## src/rtl/hssl_cfg_pkt_rx.sv

```systemverilog
// hssl_cfg_pkt_rx: splits incoming packets into register-bank writes
// (config packets) and a 2-entry in-order forward FIFO (everything else).
// Config writes bypass the FIFO, so they may overtake buffered forward packets.
module hssl_cfg_pkt_rx #(
  parameter int          RADDR_BITS = 8,
  parameter logic [31:0] CFG_KEY    = 32'hffff_fe00,
  parameter logic [31:0] CFG_MSK    = 32'hffff_ff00
) (
  input  logic                  clk,
  input  logic                  resetn,
  input  logic [31:0]           pkt_key_in,
  input  logic [31:0]           pkt_data_in,
  input  logic                  pkt_pld_in,
  input  logic                  pkt_vld_in,
  output logic                  pkt_rdy_out,
  output logic [31:0]           out_key_out,
  output logic [31:0]           out_data_out,
  output logic                  out_pld_out,
  output logic                  out_vld_out,
  input  logic                  out_rdy_in,
  output logic [RADDR_BITS-1:0] prx_addr_out,
  output logic [31:0]           prx_wdata_out,
  output logic                  prx_en_out,
  output logic                  cfg_cnt_out,
  output logic                  err_cnt_out
);

  // forward FIFO storage and pointers
  logic [31:0]           r_ent_key  [2];
  logic [31:0]           r_ent_data [2];
  logic                  r_ent_pld  [2];
  logic                  r_rd_ptr;
  logic                  r_wr_ptr;
  logic [1:0]            r_count;
  logic                  r_rdy;

  // register-bank write port and diagnostic pulses
  logic                  r_prx_en;
  logic                  r_cfg_cnt;
  logic                  r_err_cnt;
  logic [RADDR_BITS-1:0] r_prx_addr;
  logic [31:0]           r_prx_wdata;

  logic                  w_accept;
  logic                  w_is_cfg;
  logic                  w_push;
  logic                  w_pop;
  logic                  w_wr_cfg;
  logic                  w_drop_cfg;
  logic [1:0]            w_count_next;

  assign w_accept     = pkt_vld_in && r_rdy;
  assign w_is_cfg     = ((pkt_key_in & CFG_MSK) == CFG_KEY);
  assign w_push       = w_accept && !w_is_cfg;
  assign w_pop        = (r_count != 2'd0) && out_rdy_in;
  assign w_wr_cfg     = w_accept && w_is_cfg && pkt_pld_in;
  assign w_drop_cfg   = w_accept && w_is_cfg && !pkt_pld_in;
  // push and pop together leave occupancy unchanged
  assign w_count_next = r_count + {1'b0, w_push} - {1'b0, w_pop};

  // FIFO occupancy, pointers and registered ready (next occupancy < 2)
  always_ff @(posedge clk or negedge resetn) begin
    if (!resetn) begin
      r_rd_ptr <= 1'b0;
      r_wr_ptr <= 1'b0;
      r_count  <= 2'd0;
      r_rdy    <= 1'b0;
    end else begin
      if (w_push) r_wr_ptr <= ~r_wr_ptr;
      if (w_pop)  r_rd_ptr <= ~r_rd_ptr;
      r_count <= w_count_next;
      r_rdy   <= (w_count_next < 2'd2);
    end
  end

  // FIFO entry storage; cleared by reset so out_* read zero while in reset
  always_ff @(posedge clk or negedge resetn) begin
    if (!resetn) begin
      for (int i = 0; i < 2; i++) begin
        r_ent_key[i]  <= 32'd0;
        r_ent_data[i] <= 32'd0;
        r_ent_pld[i]  <= 1'b0;
      end
    end else if (w_push) begin
      r_ent_key[r_wr_ptr]  <= pkt_key_in;
      r_ent_data[r_wr_ptr] <= pkt_data_in;
      r_ent_pld[r_wr_ptr]  <= pkt_pld_in;
    end
  end

  // config path: one-cycle write strobe and counter pulses, address/data hold
  always_ff @(posedge clk or negedge resetn) begin
    if (!resetn) begin
      r_prx_en    <= 1'b0;
      r_cfg_cnt   <= 1'b0;
      r_err_cnt   <= 1'b0;
      r_prx_addr  <= '0;
      r_prx_wdata <= 32'd0;
    end else begin
      r_prx_en  <= w_wr_cfg;
      r_cfg_cnt <= w_wr_cfg;
      r_err_cnt <= w_drop_cfg;
      if (w_wr_cfg) begin
        r_prx_addr  <= pkt_key_in[RADDR_BITS-1:0];
        r_prx_wdata <= pkt_data_in;
      end
    end
  end

  assign pkt_rdy_out   = r_rdy;
  assign out_vld_out   = (r_count != 2'd0);
  assign out_key_out   = r_ent_key[r_rd_ptr];
  assign out_data_out  = r_ent_data[r_rd_ptr];
  assign out_pld_out   = r_ent_pld[r_rd_ptr];
  assign prx_en_out    = r_prx_en;
  assign cfg_cnt_out   = r_cfg_cnt;
  assign err_cnt_out   = r_err_cnt;
  assign prx_addr_out  = r_prx_addr;
  assign prx_wdata_out = r_prx_wdata;

endmodule

```

## config.mk

```make
export PLATFORM = sky130hd
export DESIGN_NAME = hssl_cfg_pkt_rx
export DESIGN_NICKNAME = d
export VERILOG_FILES = /design/src/rtl/hssl_cfg_pkt_rx.sv
export SDC_FILE = /design/constraint.sdc
export NUM_CORES = 1
export LEC_CHECK = 0
export ABC_AREA = 1
export CAP_MARGIN = 20
export CORE_ASPECT_RATIO = 1.4
export CORE_UTILIZATION = 38
export DETAILED_ROUTE_END_ITERATION = 8
export HOLD_SLACK_MARGIN = 0.02
export SYNTH_ARGS = -nofsm -noshare
export SYNTH_HDL_FRONTEND = slang
export SYNTH_SLANG_ARGS = --single-unit
```

## constraint.sdc

```tcl
create_clock -name clk -period 1.9 [get_ports clk]
set_input_delay 0.57 -clock clk [delete_from_list [all_inputs] [get_ports clk]]
set_output_delay 0.57 -clock clk [all_outputs]
set_load 0.01 [all_outputs]
```

Word level (Yosys, flattened, before mapping)
Cells that the tools add are included.
- equal/unequal tests: 1
- $add $sub $neg: 2
- muxes and demuxes: 16
- magnitude comparators: 4
- reduce and logical (&&, ||, !) cells: 10
- bitwise operators: 4
- operator list (operator ; number):
    $mux 32 ; 7
    $bwmux 64 ; 2
    $demux 32 s1 ; 1
    $eq 24x24->1 const B ; 1
    $logic_and 1x1->1 ; 7
    $ge 2x2->1 const B ; 2
    $mux 1 ; 4
    $not 1->2 ; 2
    $add 2x1->2 ; 1
    $bwmux 2 ; 1
    $logic_not 1->1 ; 2
    $lt 2x1->1 const B ; 1
    $lt 2x2->1 const B ; 1
    $not 1->1 ; 2
    $reduce_bool 2->1 ; 1
    $sub 2x1->2 ; 1
    $demux 1 s1 ; 1
- input port bits: 69
- bits in registers: 177
- output and inout port bits: 110

Logic depth before layout (Yosys ltp)
Gate-level depths: netlist (run 1).
- word-level depth: 6
- depth in mapped cells: 12
- gate-level depth less buffers: 11

Worst setup path after synthesis (run 1)
OpenSTA, ideal clock, no wires.
- path kind: input -> register
- start point: in pkt_key_in[13]
- end point: reg r_rdy, in the netlist pkt_rdy_out
- arrival time: 1.842 ns
- slack: -0.064 ns
- stages: 12
- data required time: 1.779 ns
- setup time: 0.121 ns
- path through: nand2_1 > nor2_1 > nand2_1 > nor2_1 > nand2_2 > buf_2 > nand2_1 > ha_1 > inv_1 > ha_1 > xnor2_1 > inv_1
- longest elaborated chain between the ends: 6
- ends and longest elaborated chain (what ; line ; RTL):
    start, declared ; 11 ; input logic [31:0] pkt_key_in,
    $eq 24x24->1 ; 53 ; assign w_is_cfg = ((pkt_key_in & CFG_MSK) == CFG_KEY);
    $logic_not 1->1 ; 54 ; assign w_push = w_accept && !w_is_cfg;
    $logic_and 1x1->1 ; 54 ;
    $add 2x1->2 ; 59 ; assign w_count_next = r_count + {1'b0, w_push} - {1'b0, w_pop};
    $sub 2x1->2 ; 59 ;
    net w_count_next[1] ; 50 ; logic [1:0] w_count_next;
    $lt 2x2->1 ; 72 ; r_rdy <= (w_count_next < 2'd2);
    end signal, assigned ; 72 ;
    end, declared ; 35 ; logic r_rdy;
The timed path passes the listed nets, and every way through them passes these cells.
A chain may end at the register's enable or synchronous reset.

Worst setup path after layout (run 1)
- start point: reg r_rd_ptr
- end point: out out_key_out[14]
- longest elaborated chain between the ends: 4
- ends and longest elaborated chain (what ; line ; RTL):
    start, declared ; 32 ; logic r_rd_ptr;
    start signal, assigned ; 70 ; if (w_pop) r_rd_ptr <= ~r_rd_ptr;
    $not 1->2 (not written as such) ; 112 ; assign out_key_out = r_ent_key[r_rd_ptr];
    $mux 32 (not written as such) (3 in series) ; 112 ;
    end, declared ; 16 ; output logic [31:0] out_key_out,
Every way passes these cells. The select of a mux whose other input is x is not followed.

==> results.toml, run 1 <==
[global_routing]
grt_pass1_wl_um = 41900
grt_antenna_before_repair = 0
grt_use_met1_pct = 31.9
grt_pass1_vias = 7640
grt_max_degree = 68
gr-total-overflow = 0
busiest_layer = "met2"
grt_use_met3_pct = 3.80
grt_use_met2_pct = 42.5
track_usage_pct = 24.7

[route]
drtIter0Drc = 490
drcViolationCount = 9
first_pass_iters = 7
wirelength_um = 26300
wl_per_cell_um = 17.5
vias_per_cell = 5.18
ant_nets = 0
num_vias = 7762

[logic_synthesis]
ys_warn_count = 0
synth_most_common_cell = "nand2_1"
ys.flop_type = "dfrtp_1"
synth_top_area_share_pct = 54.5
ys_seq_elements = 177
synth_compound_area_share_pct = 0
synth_mux_area_share_pct = 0
yosys.area_share.simple_pct = 39.1
syn_avg_cell_area_um2 = 8.01
async_flop_share_pct = 100
synth_edf_count = 0
synth_top_cell_by_area = "dfrtp_1"
synthTopCellsByArea = "dfrtp_1, nand2_1, nand4_1"
syn_area_um2 = 8120
synth_top_family_by_area = "simple AND/OR/NAND/NOR gates"
ys_seq_area_share_pct = 54.5
synthCells = 1014
yosys-top-cells-count = "nand2_1, dfrtp_1, nand4_1, clkbuf_1, nand3_1"
synth_fp_nets = 1085
synth_xor_area_share_pct = 0.324
ys_types = 20
synthAdderAreaFrac_pct = 0.308

[timing]
layout_min_cycle_time_ps = 2140
rsz0062_at_grt = "yes"
setup_violations = 65
drv_slew = 0
clock_skew_ps = 10.5
worst_pin_slew_ps = 516
finalHoldViolations = 0
period_share_pct = 113
fin_ws_ps = -238
relSlewSlack_pct = 65.6
fmax_mhz = 468

[clocking]
clock-root-buffer = "clkbuf_16"
cts_buffers = 17
cts_tree = "done"
cts_max_level = 4
clockBufferDepth = 2
path_clk_slew_ps = 80
clk_latency_ps = 420
cts_sinks = 177

[placed_design]
dpl.hpwl_um = 15600
placed_cells = 1432
portBuffers = 178
place.gp.congestion = 0.744

[floorplan]
fp.coreArea_um2 = 20700
io_pins = 179
die_y_um = 175
die_w_um = 126
dieArea_um2 = 22000
start_util_pct = 39.2
fp-row-count = 62

[finish]
fin_cells = 1498
num_antenna_cells = 0
final_nets = 1300
drive_gt1_share_pct = 27.9
area_growth_pct = 51.5
n_fill_cell = 1875

[run_status]
status = "complete, but fails checks"
violations = "design-rule violations, negative setup slack"

[setup_path]
critPathCaptureType = "output port"
cp_cell_sequence = "clkinv_4, buf_12, buf_8, buf_16, nand2_2, nand2_1, buf_2"
cp.arrival_ps = 1570
cpMaxStageDelayCell = "dfrtp_2"
critPathMaxFanout = 8
path_class = "flop to output port"
start_kind = "flop"
max_stage_delay_ps = 410
worstPathRequired_ps = 1330

[power_and_ir_drop]
irDropWorstVdd_uv = 899
power.leakage_uw = 0.00688
power.total_uw = 19000
power_density_nw_per_um2 = 1540

[hold_path]
hp-class = "input port to asynchronous set/reset pin"

[job]
drv_cap = 0
-- cell families (layout without fill, tap and decap cells) --
group | Yosys count | after routing
xor+xnor | 3 | 3
buf+inv | 93 | 321
fa+ha+maj | 2 | 2
flops | 177 | 177
simple gates | 739 | 739
-- cell type report --
cell class                 instances  area (um2)  area share, %
timing repair buffer             280        3070           25.0
clock buffer                      18         439           3.57
tap                              256         320           2.60
clock inverter                    14         138           1.12
multi-input combinational        744        3860           31.4
inverter                           9        41.3          0.336
sequential                       177        4430           36.0
-- worst max-delay path: cells and delay by family, from the launching register on --
kind | cells | cell delay, ps
AND/OR/NAND/NOR | 2 | 90
flip-flops | 1 | 410
buffers and inverters | 5 | 620
-- placed cells by master, fill, tap and decap left out, drive strengths merged --
cell type      instances
nand4                131
clkinv                 4
xor2                   1
ha                     2
or2                    1
dlygate4sd2           49
nand2                556
nor3                   1
nand3                 42
dfrtp                177
buf                  167
inv                   18
xnor2                  2
nor2                   8
clkbuf                21
dlymetal6s2s          17
clkinvlp               1
clkdlybuf4s50         44
-- path summary, 6_finish.rpt --
check	start	end	slack, ps	cells past startpoint
min reg2reg	r_ent_data[11]	r_ent_data[11]	470	2
max in group asynchronous	resetn	r_wr_ptr	1250	2
min in group clk	r_ent_data[11]	r_ent_data[11]	470	2
max	r_rd_ptr	out_key_out[14]	-240	7
min	resetn	r_ent_data[50]	60	1
max reg2reg	r_count[1]	pkt_rdy_out	320	8
-- layer usage --
| layer | wire length [um] | vias to the layer above |
|---|---|---|
| li1 | - | 3736 |
| met1 | 10900 | 3809 |
| met2 | 13700 | 196 |
| met3 | 1180 | 21 |
| met4 | 463 | 0 |
| met5 | 0 | - |
-- flip-flops by register name (all words and copies together) (netlist names) --
name and flops:
prx_wdata_out 32, r_count 2, pkt_rdy_out 1, r_ent_key 64, err_cnt_out 1, cfg_cnt_out 1, r_rd_ptr 1, prx_addr_out 8
r_wr_ptr 1, r_ent_pld 2, r_ent_data 64
-- where the power goes --
part	total (uW)	internal [uW]	switching [uW]
logic	9390	4340	5050
clock network	3480	1790	1690
registers	6090	5110	976
total	19000	11200	7710
-- through the flow --
step / setup TNS [ps] / hold WS [ps] / area [um2] / util, % / setup WS, ps
after global routing: -13320 / 68.1 / 12300 / 59.4 / -291
after global placement: -93720 / 453 / 10600 / 51.0 / -552
final: -10150 / 56.4 / 12300 / 59.4 / -238
after detailed placement: -99810 / 458 / 10600 / 51.0 / -594
after floorplan: 0 / 274 / 8160 / - / 7.36
after CTS: -10180 / 56.8 / 11700 / 56.4 / -224
-- what timing repair did --
action,in CTS,in global routing
gates cloned,11,3
endpoints found under the setup margin,274,250
gates resized for setup,442,156
setup buffers,20,1
hold buffers,0,0
pin swaps,30,39
Power figures use the tool's default switching activity.
==> run 2, diff against run 1 <==
--- a/config.mk
+++ b/config.mk
@@ -9,6 +9,7 @@
 export CAP_MARGIN = 20
 export CORE_ASPECT_RATIO = 1.4
 export CORE_UTILIZATION = 38
+export CTS_BUF_LIST = sky130_fd_sc_hd__clkbuf_4
 export DETAILED_ROUTE_END_ITERATION = 8
 export HOLD_SLACK_MARGIN = 0.02
 export SYNTH_ARGS = -nofsm -noshare
==> run 2 against run 1 <==
The flow still finishes with violations (design-rule violations, negative setup slack). Sequential share of layout area up 2.6 points. Power fell by 13%. Via count fell by 1.4%. Largest cell class unchanged. Largest power group unchanged. Highest routed layer unchanged.
==> results.toml, run 2 (synthesis results as in run 1) <==
[timing]
drv_slew = 0
worst_pin_slew_ps = 507
fmax_mhz = 443
relSlewSlack_pct = 66.2
fin_ws_ps = -356
finalHoldViolations = 0
period_share_pct = 119
fin_setup_tns_ps = -17610
clock_skew_ps = 34.6
rsz0062_at_grt = "yes"
setup_violations = 66
layout_min_cycle_time_ps = 2260

[clocking]
cts_sinks = 177
cts_tree = "done"
path_clk_slew_ps = 190
cts_max_level = 4
clockBufferDepth = 2
clock-root-buffer = "clkbuf_4"
clk_latency_ps = 560
cts_buffers = 17

[setup_path]
reg2reg_setup_slack_ps = 300
critPathMaxFanout = 6
cp.arrival_ps = 1690
path_class = "flop to output port"
start_kind = "flop"
critPathCaptureType = "output port"
endpoint = "out_data_out[24]"
rr_endpoint = "pkt_rdy_out"
r2r-start = "r_count[0]"
worstSetupStartpoint = "r_rd_ptr"
rr_worst_depth = 8
worstPathRequired_ps = 1330

[finish]
utilization_pct = 55.3
area_growth_pct = 41.2
final_common_cell = "nand2_1"
final_nets = 1302
layout_common_cells = "nand2_1, dfrtp_1, nand4_1"
drive_gt1_share_pct = 23.0

[route]
wl_per_cell_um = 17.1
num_vias = 7654
vias_per_cell = 5.10
wirelength_um = 25700
drtIter0Drc = 649
drcViolationCount = 9
first_pass_iters = 8
ant_nets = 0

[run_status]
violations = "design-rule violations, negative setup slack"
status = "complete, but fails checks"

[floorplan]
dieArea_um2 = 22000
die_w_um = 126
fp.coreArea_um2 = 20700
start_util_pct = 39.2
die_y_um = 175
io_pins = 179
fp-row-count = 62

[placed_design]
place.gp.congestion = 0.744
portBuffers = 178
dpl.hpwl_um = 15600

[hold_path]
hp-class = "input port to asynchronous set/reset pin"

[global_routing]
grt_max_degree = 68
grt_pass1_vias = 7445
track_usage_pct = 23.7
grt_antenna_before_repair = 1
gr-total-overflow = 0
grt_pass1_wl_um = 40700

[power_and_ir_drop]
power.leakage_uw = 0.00621
power_density_nw_per_um2 = 1440
irDropWorstVdd_uv = 841

[job]
drv_cap = 0
run 2: critical path: stages, from the launching register on:
cell	delay, ps
dfrtp_2	440
clkinv_4	100
buf_12	140
buf_12	130
buf_8	120
nand2_4	40
nand2_2	50
buf_6	120
run 2: layer usage:
metal / vias up / part of all wire [%] / GRT usage [%]
met5: - / 0 / 0
met1: 3708 / 42 / 30.6
met2: 191 / 52 / 41.1
met4: 0 / 1.4 / 6.00
li1: 3737 / - / -
met3: 18 / 4.7 / 4.23
run 2: how the worst min path moves through the flow:
stage	from	to	slack [ps]	cells after the start
global placement	r_ent_pld[0]	r_ent_pld[0]	450	2
detailed placement	r_ent_key[29]	r_ent_key[29]	460	2
global route	pkt_pld_in	err_cnt_out	430	3
finish	resetn	r_ent_data[50]	460	2
floorplan	resetn	cfg_cnt_out	270	0
CTS	resetn	r_ent_data[50]	430	2
run 2: report_power, final:
part	total, uW	internal, uW	switching (uW)
Combinational	8450	3770	4680
Sequential	5910	5090	818
Clock	2100	592	1510
run 2: what timing repair did:
action	in CTS	in global routing
setup endpoints to repair	110	217
cloned	5	6
hold endpoints to repair	33	0
pin swaps	0	13
buffers inserted	14	14
gates resized for setup	377	108
hold buffers	1	0
run 2: cell type report:
class / instances / area (um2)
Sequential cell: 177 / 4430
Inverter: 9 / 41.3
Antenna cell: 1 / 2.50
Timing Repair Buffer: 282 / 2850
Multi-Input combinational cell: 744 / 3550
Tap cell: 256 / 320
Clock inverter: 15 / 141
Clock buffer: 17 / 128
Fill cell: 1956 / 9250
run 2: metrics by stage:
step | total power, uW | std cells | worst slack [ps] | hold WS (ps) | area [um2]
after detailed placement | 13400 | 1432 | -594 | 458 | 10600
after CTS | 16000 | 1484 | -444 | 434 | 11000
after floorplan | 9660 | 1014 | 7.36 | 274 | 8160
after global placement | 13300 | 1432 | -552 | 453 | 10600
final | 16500 | 1501 | -356 | 464 | 11500
after global routing | 17700 | 1501 | -462 | 432 | 11500
==> run 3, diff against run 2 <==
--- a/config.mk
+++ b/config.mk
@@ -12,6 +12,7 @@
 export CTS_BUF_LIST = sky130_fd_sc_hd__clkbuf_4
 export DETAILED_ROUTE_END_ITERATION = 8
 export HOLD_SLACK_MARGIN = 0.02
+export SKIP_LAST_GASP = 1
 export SYNTH_ARGS = -nofsm -noshare
 export SYNTH_HDL_FRONTEND = slang
 export SYNTH_SLANG_ARGS = --single-unit
==> run 3 against run 2 <==
The flow still finishes with violations (design-rule violations, negative setup slack). Setup slack lost 34 ps. Fmax shrank 1.5%. Register-to-register slack is essentially flat. Design area grew 1.5%. Sequential share of layout area shrank 0.55 points. Power grew 2.3%. Clock skew shrank 1.0 ps. Combinational power grew 3.9%. Hold slack lost 2.2 ps. First-iteration DRC count shrank 9.2%. Cell count grew 0.27%. Count of clock-buffer cells in the layout is the same.
==> results.toml, run 3 (synthesis results as in run 1) <==
[timing]
worst_pin_slew_ps = 505
layout_min_cycle_time_ps = 2290
fmax_mhz = 437
relSlewSlack_pct = 66.3
rsz0062_at_grt = "yes"
fin_ws_ps = -390
period_share_pct = 121
finalHoldViolations = 0
setup_violations = 66
clock_skew_ps = 33.6
drv_slew = 0

[route]
vias_per_cell = 5.12
drtIter0Drc = 589
drcViolationCount = 9
wl_per_cell_um = 17.1
ant_nets = 0
num_vias = 7700
wirelength_um = 25800
first_pass_iters = 8

[global_routing]
grt_max_degree = 68
grt_pass1_vias = 7426
busiest_layer = "met2"
gr-total-overflow = 0
grt_pass1_wl_um = 40600
grt_use_met2_pct = 41.1
grt_use_met1_pct = 30.4
grt_use_met3_pct = 4.16
grt_antenna_before_repair = 1
track_usage_pct = 23.7

[floorplan]
start_util_pct = 39.2
fp-row-count = 62
die_y_um = 175
io_pins = 179
dieArea_um2 = 22000
die_w_um = 126
fp.coreArea_um2 = 20700

[finish]
final_common_cell = "nand2_1"
final_nets = 1305
n_fill_cell = 1955
layout_common_cells = "nand2_1, dfrtp_1, nand4_1"
drive_gt1_share_pct = 23.9
area_growth_pct = 43.2
utilization_pct = 56.1

[power_and_ir_drop]
power.leakage_uw = 0.00629
power_density_nw_per_um2 = 1450
irDropWorstVdd_uv = 882
power.total_uw = 16800

[setup_path]
cp.arrival_ps = 1720
path_class = "flop to output port"
critPathMaxFanout = 6
critPathCaptureType = "output port"
start_kind = "flop"
worstPathRequired_ps = 1330

[placed_design]
portBuffers = 178
place.gp.congestion = 0.744
dpl.hpwl_um = 15600

[clocking]
cts_buffers = 17
clockBufferDepth = 2
cts_sinks = 177
cts_max_level = 4
clock-root-buffer = "clkbuf_4"
path_clk_slew_ps = 190
cts_tree = "done"
clk_latency_ps = 560

[job]
drv_cap = 0

[run_status]
violations = "design-rule violations, negative setup slack"
status = "complete, but fails checks"

[hold_path]
hp-class = "input port to asynchronous set/reset pin"
==> run 3: worst paths after layout <==
check	slack (ps)	depth (start not counted)	endpoint	start
worst max-delay path	-390	7	out_data_out[19]	r_rd_ptr
min in group clk	480	3	err_cnt_out	pkt_pld_in
worst max register to register	290	8	pkt_rdy_out	r_count[0]
max in group asynchronous	820	3	r_wr_ptr	resetn
worst min-delay path	460	2	r_ent_data[50]	resetn
worst min register to register	490	2	r_ent_data[30]	r_ent_data[30]
==> run 3: metrics by stage <==
step                hold slack [ps]  instance area [um2]  cells  TNS, ps  setup slack [ps]
finish                          462                11600   1505   -19130              -390
global route                    429                11600   1505   -26170              -494
CTS                             434                11100   1484   -24500              -448
detailed placement              458                10600   1432   -99810              -594
global placement                453                10600   1432   -93720              -552
floorplan                       274                 8160   1014        0              7.36
==> run 3: worst max-delay path, cell delays in order (launching register included) <==
cell	delay (ps)
dfrtp_2	460
clkinv_4	90
buf_12	150
buf_12	140
buf_4	130
nand2_2	50
nand2_2	50
buf_6	110
==> run 3: cell type report <==
| class | count | area [um2] | area share (%) |
|---|---|---|---|
| Antenna cell | 2 | 5.00 | 0.0430 |
| Clock buffer | 17 | 128 | 1.10 |
| Clock inverter | 15 | 141 | 1.22 |
| Inverter | 9 | 41.3 | 0.355 |
| Multi-Input combinational cell | 744 | 3640 | 31.3 |
| Sequential cell | 177 | 4430 | 38.1 |
| Tap cell | 256 | 320 | 2.75 |
| Timing Repair Buffer | 285 | 2920 | 25.1 |
==> run 3: report_power, final <==
part | switching (uW) | internal (uW)
registers | 863 | 5090
logic | 4800 | 3980
clock network | 1510 | 591
total | 7180 | 9660
==> run 3: what timing repair did <==
action / 4_1_cts / 5_1_grt
setup endpoints to repair: 110 / 217
hold buffers: 1 / 0
buffers inserted: 14 / 16
hold endpoints to repair: 33 / 0
pin swaps: 0 / 18
cloned: 5 / 6
gates resized for setup: 346 / 165
==> run 3: metal layers <==
metal / routed length (um) / vias to the layer above
met1: 10900 / 3741
met3: 1130 / 16
li1: - / 3747
met4: 368 / 0
met2: 13400 / 196
met5: 0 / -
